$ cat src/rtl/product_accumulator.sv
// product_accumulator
//
// Sums a programmable number of consecutive unsigned products into one
// saturating sum and presents each completed sum on a valid/ready output.
//
// Ports:
//   clk        rising-edge clock
//   rst_n      asynchronous active-low reset
//   in_valid   in_data holds a valid product
//   in_ready   a beat is accepted this cycle
//   in_data    unsigned product (WIDTH_IN bits)
//   cfg_len    products per block, 0 means 2^LEN_W (sampled on a block's first beat)
//   out_valid  completed sum available
//   out_ready  consumer takes the sum
//   out_sum    accumulated sum, clamped to all-ones on overflow
//   out_sat    overflow happened somewhere in this block
module product_accumulator #(
    parameter int unsigned WIDTH_IN  = 18,
    parameter int unsigned LEN_W     = 4,
    parameter int unsigned WIDTH_ACC = 20
) (
    input  logic                 clk,
    input  logic                 rst_n,
    input  logic                 in_valid,
    output logic                 in_ready,
    input  logic [WIDTH_IN-1:0]  in_data,
    input  logic [LEN_W-1:0]     cfg_len,
    output logic                 out_valid,
    input  logic                 out_ready,
    output logic [WIDTH_ACC-1:0] out_sum,
    output logic                 out_sat
);

    typedef enum logic [1:0] {
        StIdle,
        StAcc,
        StHold
    } state_e;

    state_e               state_q;
    logic [LEN_W-1:0]     len_q;
    logic [LEN_W:0]       count_q;
    logic [WIDTH_ACC-1:0] acc_q;
    logic                 sat_q;

    logic [WIDTH_ACC:0]   sum_full;
    logic [WIDTH_ACC-1:0] acc_add;
    logic                 add_ovf;
    logic [LEN_W:0]       count_inc;
    logic [LEN_W:0]       eff_len;
    logic                 first_is_last;

    // One bit of headroom catches the carry out of the accumulator.
    assign sum_full  = {1'b0, acc_q} + (WIDTH_ACC + 1)'(in_data);
    assign add_ovf   = sum_full[WIDTH_ACC];
    assign acc_add   = add_ovf ? '1 : sum_full[WIDTH_ACC-1:0];
    assign count_inc = count_q + (LEN_W + 1)'(1);

    // A zero length field encodes the maximum block length 2^LEN_W.
    assign eff_len = (len_q == '0) ? {1'b1, {LEN_W{1'b0}}} : {1'b0, len_q};

    assign first_is_last = (cfg_len == LEN_W'(1));

    // Only out_ready reaches in_ready combinationally, and only while holding a result.
    assign in_ready  = (state_q != StHold) || out_ready;
    assign out_valid = (state_q == StHold);
    assign out_sum   = acc_q;
    assign out_sat   = sat_q;

    always_ff @(posedge clk or negedge rst_n) begin
        if (!rst_n) begin
            state_q <= StIdle;
            len_q   <= '0;
            count_q <= '0;
            acc_q   <= '0;
            sat_q   <= 1'b0;
        end else begin
            unique case (state_q)
                StIdle: begin
                    if (in_valid) begin
                        len_q   <= cfg_len;
                        acc_q   <= WIDTH_ACC'(in_data);
                        count_q <= (LEN_W + 1)'(1);
                        sat_q   <= 1'b0;
                        state_q <= first_is_last ? StHold : StAcc;
                    end
                end
                StAcc: begin
                    if (in_valid) begin
                        acc_q   <= acc_add;
                        sat_q   <= sat_q | add_ovf;
                        count_q <= count_inc;
                        if (count_inc == eff_len) begin
                            state_q <= StHold;
                        end
                    end
                end
                StHold: begin
                    if (out_ready) begin
                        if (in_valid) begin
                            // Result taken and next block starts on the same edge.
                            len_q   <= cfg_len;
                            acc_q   <= WIDTH_ACC'(in_data);
                            count_q <= (LEN_W + 1)'(1);
                            sat_q   <= 1'b0;
                            state_q <= first_is_last ? StHold : StAcc;
                        end else begin
                            state_q <= StIdle;
                        end
                    end
                end
                default: state_q <= StIdle;
            endcase
        end
    end

endmodule

$ cat config.mk
export PLATFORM = sky130hd
export DESIGN_NAME = product_accumulator
export DESIGN_NICKNAME = d
export VERILOG_FILES = /design/src/rtl/product_accumulator.sv
export SDC_FILE = /design/constraint.sdc
export NUM_CORES = 1
export LEC_CHECK = 0
export BUFFER_PORTS_ARGS = -buffer_cell sky130_fd_sc_hd__buf_2
export CORE_UTILIZATION = 59
export CTS_CLUSTER_DIAMETER = 200
export DETAILED_ROUTE_END_ITERATION = 7
export PLACE_DENSITY = 0.95
export SYNTH_ARGS = -nofsm -noshare
export SYNTH_HDL_FRONTEND = slang
export SYNTH_SLANG_ARGS = --single-unit
$ cat constraint.sdc
create_clock -name clk -period 5.7 [get_ports clk]
set_input_delay 0.57 -clock clk [delete_from_list [all_inputs] [get_ports clk]]
set_output_delay 0.57 -clock clk [all_outputs]
set_load 0.01 [all_outputs]
# Word level (Yosys, flattened, before mapping)
# Cells that the tools add are included.
dict set report word_totals {
  word_cells 49
  input_bits 26
  reg_bits 32
  out_inout_bits 23
}
dict set report classes {
  bitwise_logic 1
  n_eq_ne 9
  n_reduce_logical 8
  addsub 2
  mux 24
}
# cell count
set ops {}
lappend ops {{two-way mux 20 bit} 4}
lappend ops {{case mux 20 bit (3 select lines)} 1}
lappend ops {{adder 20 x 18 -> 21 bit} 1}
lappend ops {{two-way mux 5 bit} 4}
lappend ops {{case mux 5 bit (3 select lines)} 1}
lappend ops {{two-way mux 2 bit} 6}
lappend ops {{two-way mux 4 bit} 2}
lappend ops {{!= test 2 bit (second input constant)} 4}
lappend ops {{case mux 4 bit (2 select lines)} 1}
lappend ops {{case mux 2 bit (3 select lines)} 1}
lappend ops {{adder 5 x 1 -> 5 bit (second input constant)} 1}
lappend ops {{== test 5 bit} 1}
lappend ops {{== test 4 x 1 -> 1 bit (second input constant)} 1}
lappend ops {{logical NOT 4 bit} 1}
lappend ops {{AND reduction 4 bit} 1}
lappend ops {{two-way mux 1 bit} 3}
lappend ops {{case mux 1 bit (3 select lines)} 1}
lappend ops {{AND reduction 3 bit} 1}
lappend ops {{nonzero test 3 bit} 1}
lappend ops {{== test 2 x 1 -> 1 bit (second input constant)} 1}
lappend ops {{== test 2 bit (second input constant)} 1}
lappend ops {{logical NOT 2 bit} 1}
lappend ops {{!= test 2 x 1 -> 1 bit (second input constant)} 1}
lappend ops {{AND reduction 2 bit} 1}
lappend ops {{3 further kinds} 3}

# Longest topological paths before layout
dict set report logic_depth {
  depth_word 6
  depth_mapped 9
}

# Worst setup path before layout
# Ideal clock, no wire load.
dict set report synth_path {
  path_type {in2reg}
  start {input port in_data[0]}
  end {register acc_q[14], in the netlist out_sum[14]}
  t_arrival_ns 2.353
  path_slack_ns 3.225
  setup_time_ns 0.122
  stages 9
  path_cell_list {ha_1 -> fa_1 -> a211oi_2 -> o211ai_2 -> a21boi_2 -> o211ai_2 -> buf_6 -> a32oi_1 -> nand2_1}
}
dict set report synth_via {
  elab_chain_len 4
}
# element line_no
set synth_lines {}
lappend synth_lines {{from (decl)} 26} ;# input logic [WIDTH_IN-1:0] in_data,
lappend synth_lines {{adder 20 x 18 -> 21 bit} 54} ;# assign sum_full = {1'b0, acc_q} + (WIDTH_ACC + 1)'(in_data);
lappend synth_lines {{two-way mux 20 bit} 56} ;# assign acc_add = add_ovf ? '1 : sum_full[WIDTH_ACC-1:0];
lappend synth_lines {{two-way mux 20 bit} 89} ;# if (in_valid) begin
lappend synth_lines {{case mux 20 bit (3 select lines)} 78} ;# unique case (state_q)
lappend synth_lines {{to (signal assigned)} 82} ;# acc_q <= WIDTH_ACC'(in_data);
lappend synth_lines {{to (signal assigned)} 103} ;# acc_q <= WIDTH_ACC'(in_data);
lappend synth_lines {{to (decl)} 43} ;# logic [WIDTH_ACC-1:0] acc_q;
# No other way between the ends. The select of a mux whose other input is x is not followed.
# A chain may end at the register's enable or synchronous reset.

# Worst setup path after layout
dict set report layout_path {
  start {register acc_q[0], in the netlist out_sum[0]}
  end {register acc_q[13], in the netlist out_sum[13]}
}
dict set report layout_via {
  elab_chain_len 4
}
# element line_no
set layout_lines {}
lappend layout_lines {{adder 20 x 18 -> 21 bit} 54}
lappend layout_lines {{two-way mux 20 bit} 56}
lappend layout_lines {{two-way mux 20 bit} 89}
lappend layout_lines {{case mux 20 bit (3 select lines)} 78}
# No other way between the ends. The select of a mux whose other input is x is not followed.

==> impl_metrics.yaml <==
power_and_ir_drop:
  ir_worst_vdd_mv: 0.303
  p_total_mw: 1.93
  pwr_cell_area_nw_per_um2: 640
  p_leak_nw: 1.35
place:
  routabilityCongestion: 0.949
  number_of_port_buffers: 48
  place_hpwl_mm: 4.94
  placed_cells_incl_taps: 405
clocking:
  clkLatencyLatePin_ns: 0.29
  cts_resized: 0
  number_of_buffers_inserted_for_hold_repair_after_clock_tree_synthesis: 0
  cts_inserted_buffers: 5
  tritoncts: "yes"
  clkSlewWorstSetupHoldPaths_ns: 0.07
  root_buffer: "sky130_fd_sc_hd__clkbuf_8"
  cts_sinks: 32
  postCtsSetupRepairBufs: 0
  clock_tree.buffer_depth: 2
  ctsHtreeMaxLevel: 2
sta:
  setup_total_negative_slack_ns: 0
  post_route_skew_ns: 0.00344
  setup_viol: 0
  worst_slew_margin_rel_pct: 32.5
  fmaxAchievable_mhz: 365
  worst_slew_pin_slew_ns: 1.01
  layout_worst_path_cycle_share_pct: 48.1
  timing.final.max_slew_violations: 0
  final-hold-violation-count: 0
  unrepaired_setup_endpoints_after_global_routing: "false"
  timing.final.crit_period_ns: 2.74
cells_and_area:
  final_nets: 406
  num_antenna_cells: 0
  area_growth_pct: 12.6
  final_cell_count_no_fill: 413
  layout.cells.most_common_list: "48 x sky130_fd_sc_hd__nand2_1, 48 x sky130_fd_sc_hd__buf_2, 32 x sky130_fd_sc_hd__a21oi_1, 32 x sky130_fd_sc_hd__dfrtp_1, 31 x sky130_fd_sc_hd__o21ai_0"
  num-fill-cells: 327
  final_layout_size_suffix_gt1_share_pct: 21.1
detailed_routing:
  drt_antenna_net_count: 0
  detail_route.wl_per_cell_um: 17.1
  vias_per_inst: 6.47
  first_iter_violations: 237
  dr_total_vias: 2674
  drt_pre_antenna_iters: 5
  drt_drc_violations_left: 0
  totalWireLength_mm: 7.07
global_routing:
  grt_pass1_wl_mm: 11.6
  antenna_found_initial: 0
  gr-total-overflow: 0
  total_global_route_track_usage_pct: 30.0
  grt_max_degree: 33
  grt_pass1_vias: 2508
synth:
  synth_top_flop_cell: "sky130_fd_sc_hd__dfrtp_1"
  syn_nets: 365
  synth_edf_count: 0
  ys_seq_elements: 32
  synth.yosys.seq_area_share_pct: 29.9
  mappedNetlistArea_um2: 2680
  syn_avg_cell_area_um2: 8.39
  postSynthCellCount: 319
  ys.warnings.count: 0
  synthDistinctLibCells: 61
  ys_async_sr_fraction_pct: 100
critical_path:
  r2r_cells: 8
  cp.required_ns: 5.86
  worstSetupPathType: "flop to flop"
  worst-path-max-fanout: 13
  ff2ff_setup_slack_ns: 2.96
  critical_path_arrival_ns: 2.90
  regToRegEndpoint: "out_sum[13]"
  crit-reg2reg-launch: "out_sum[0]"
  worstSetupStartpointType: "flop"
  setup_crit_end_kind: "flop"
floorplanning:
  die_w_um: 69.4
  fp.coreArea_um2: 4350
  dieHeight_um: 69.4
  die_area_um2: 4810
  initial_core_utilization_pct: 61.5
  io-pin-count: 49
  placement_rows: 24
flow_run:
  max_cap_check_violation_count: 0
status:
  outcome: "finished clean"
hold_path:
  timing.hold.worst.class: "primary input to async pin"
flip-flops by register name, summed over array words and instances (netlist names):
signal,count
out_sat,1
len_q,4
count_q,5
state_q,2
out_sum,20
Yosys cell counts, drive strengths merged (4+ instances only):
cell type,instances,area [um2]
and2,4,26.3
a21oi,35,194
ha,19,238
nor3,7,35.0
o211ai,6,60.1
a31oi,4,25.0
nand3,9,45.0
nand2b,5,31.3
clkbuf,8,30.0
dfrtp,32,801
nor2,12,45.0
o21ai,43,215
a21o,6,46.3
buf,6,48.8
xnor2,13,114
xor2,8,70.1
or3,4,25.0
a21boi,4,33.8
nand2,48,180
where the power goes:
group          internal (mW)  switching, mW  leakage [nW]
Sequential             0.336          0.119         0.385
Clock                  0.130         0.0917        0.0552
Combinational          0.515          0.737         0.913
Total                  0.981          0.948          1.35
kinds of logic (layout without fill, tap and decap cells):
group / after synthesis / count (layout) / synth area share, %
xor+xnor: 21 / 21 / 6.87
fa+ha+maj: 20 / 20 / 9.63
buf+inv: 17 / 59 / 3.37
simple gates: 110 / 110 / 21.1
flops: 32 / 32 / 29.9
mux: 3 / 3 / 1.17
compound gates: 116 / 116 / 27.9
through the flow:
step	util, %	setup slack (ns)	instance area [um2]	hold slack [ns]
final	69.2	2.96	3010	0.326
after global routing	69.2	2.77	3010	0.396
after CTS	69.2	3.00	3010	0.367
after detailed placement	66.8	2.72	2910	0.502
after global placement	66.8	2.83	2910	0.483
after floorplan	-	3.23	2680	0.274
metal layers:
layer,GRT usage (%),vias up,routed length [um]
li1,-,1247,-
met1,38.2,1284,3020
met2,50.4,120,3430
met3,4.80,23,441
met4,12.5,0,178
met5,0,-,0
how the worst max path moves through the flow:
stage                     slack, ns          end       start  cells past startpoint
after global placement         2.83  out_sum[13]  in_data[0]                      9
after CTS                      3.00  out_sum[13]  out_sum[0]                      8
after detailed placement       2.72  out_sum[13]  in_data[0]                      9
after global routing           2.77  out_sum[13]  out_sum[0]                      8
final                          2.96  out_sum[13]  out_sum[0]                      8
after floorplan                3.23  out_sum[14]  in_data[0]                      9
final cells by class:
type	instances	area, um2	share of cell area (%)
Timing Repair Buffer	48	240	7.97
Multi-Input combinational cell	270	1790	59.4
Clock inverter	2	35.0	1.16
Clock buffer	6	72.6	2.41
Inverter	3	11.3	0.374
Tap cell	52	65.1	2.16
Sequential cell	32	801	26.6
critical path: stages (launching register included):
cell and delay (ns):
sky130_fd_sc_hd__dfrtp_1 0.40, sky130_fd_sc_hd__ha_1 0.24, sky130_fd_sc_hd__fa_1 0.44, sky130_fd_sc_hd__a211oi_2 0.29
sky130_fd_sc_hd__o211ai_2 0.12, sky130_fd_sc_hd__a21boi_2 0.28, sky130_fd_sc_hd__o211ai_2 0.33, sky130_fd_sc_hd__a21oi_2 0.38
sky130_fd_sc_hd__a211oi_1 0.13
Power figures use the tool's default switching activity.
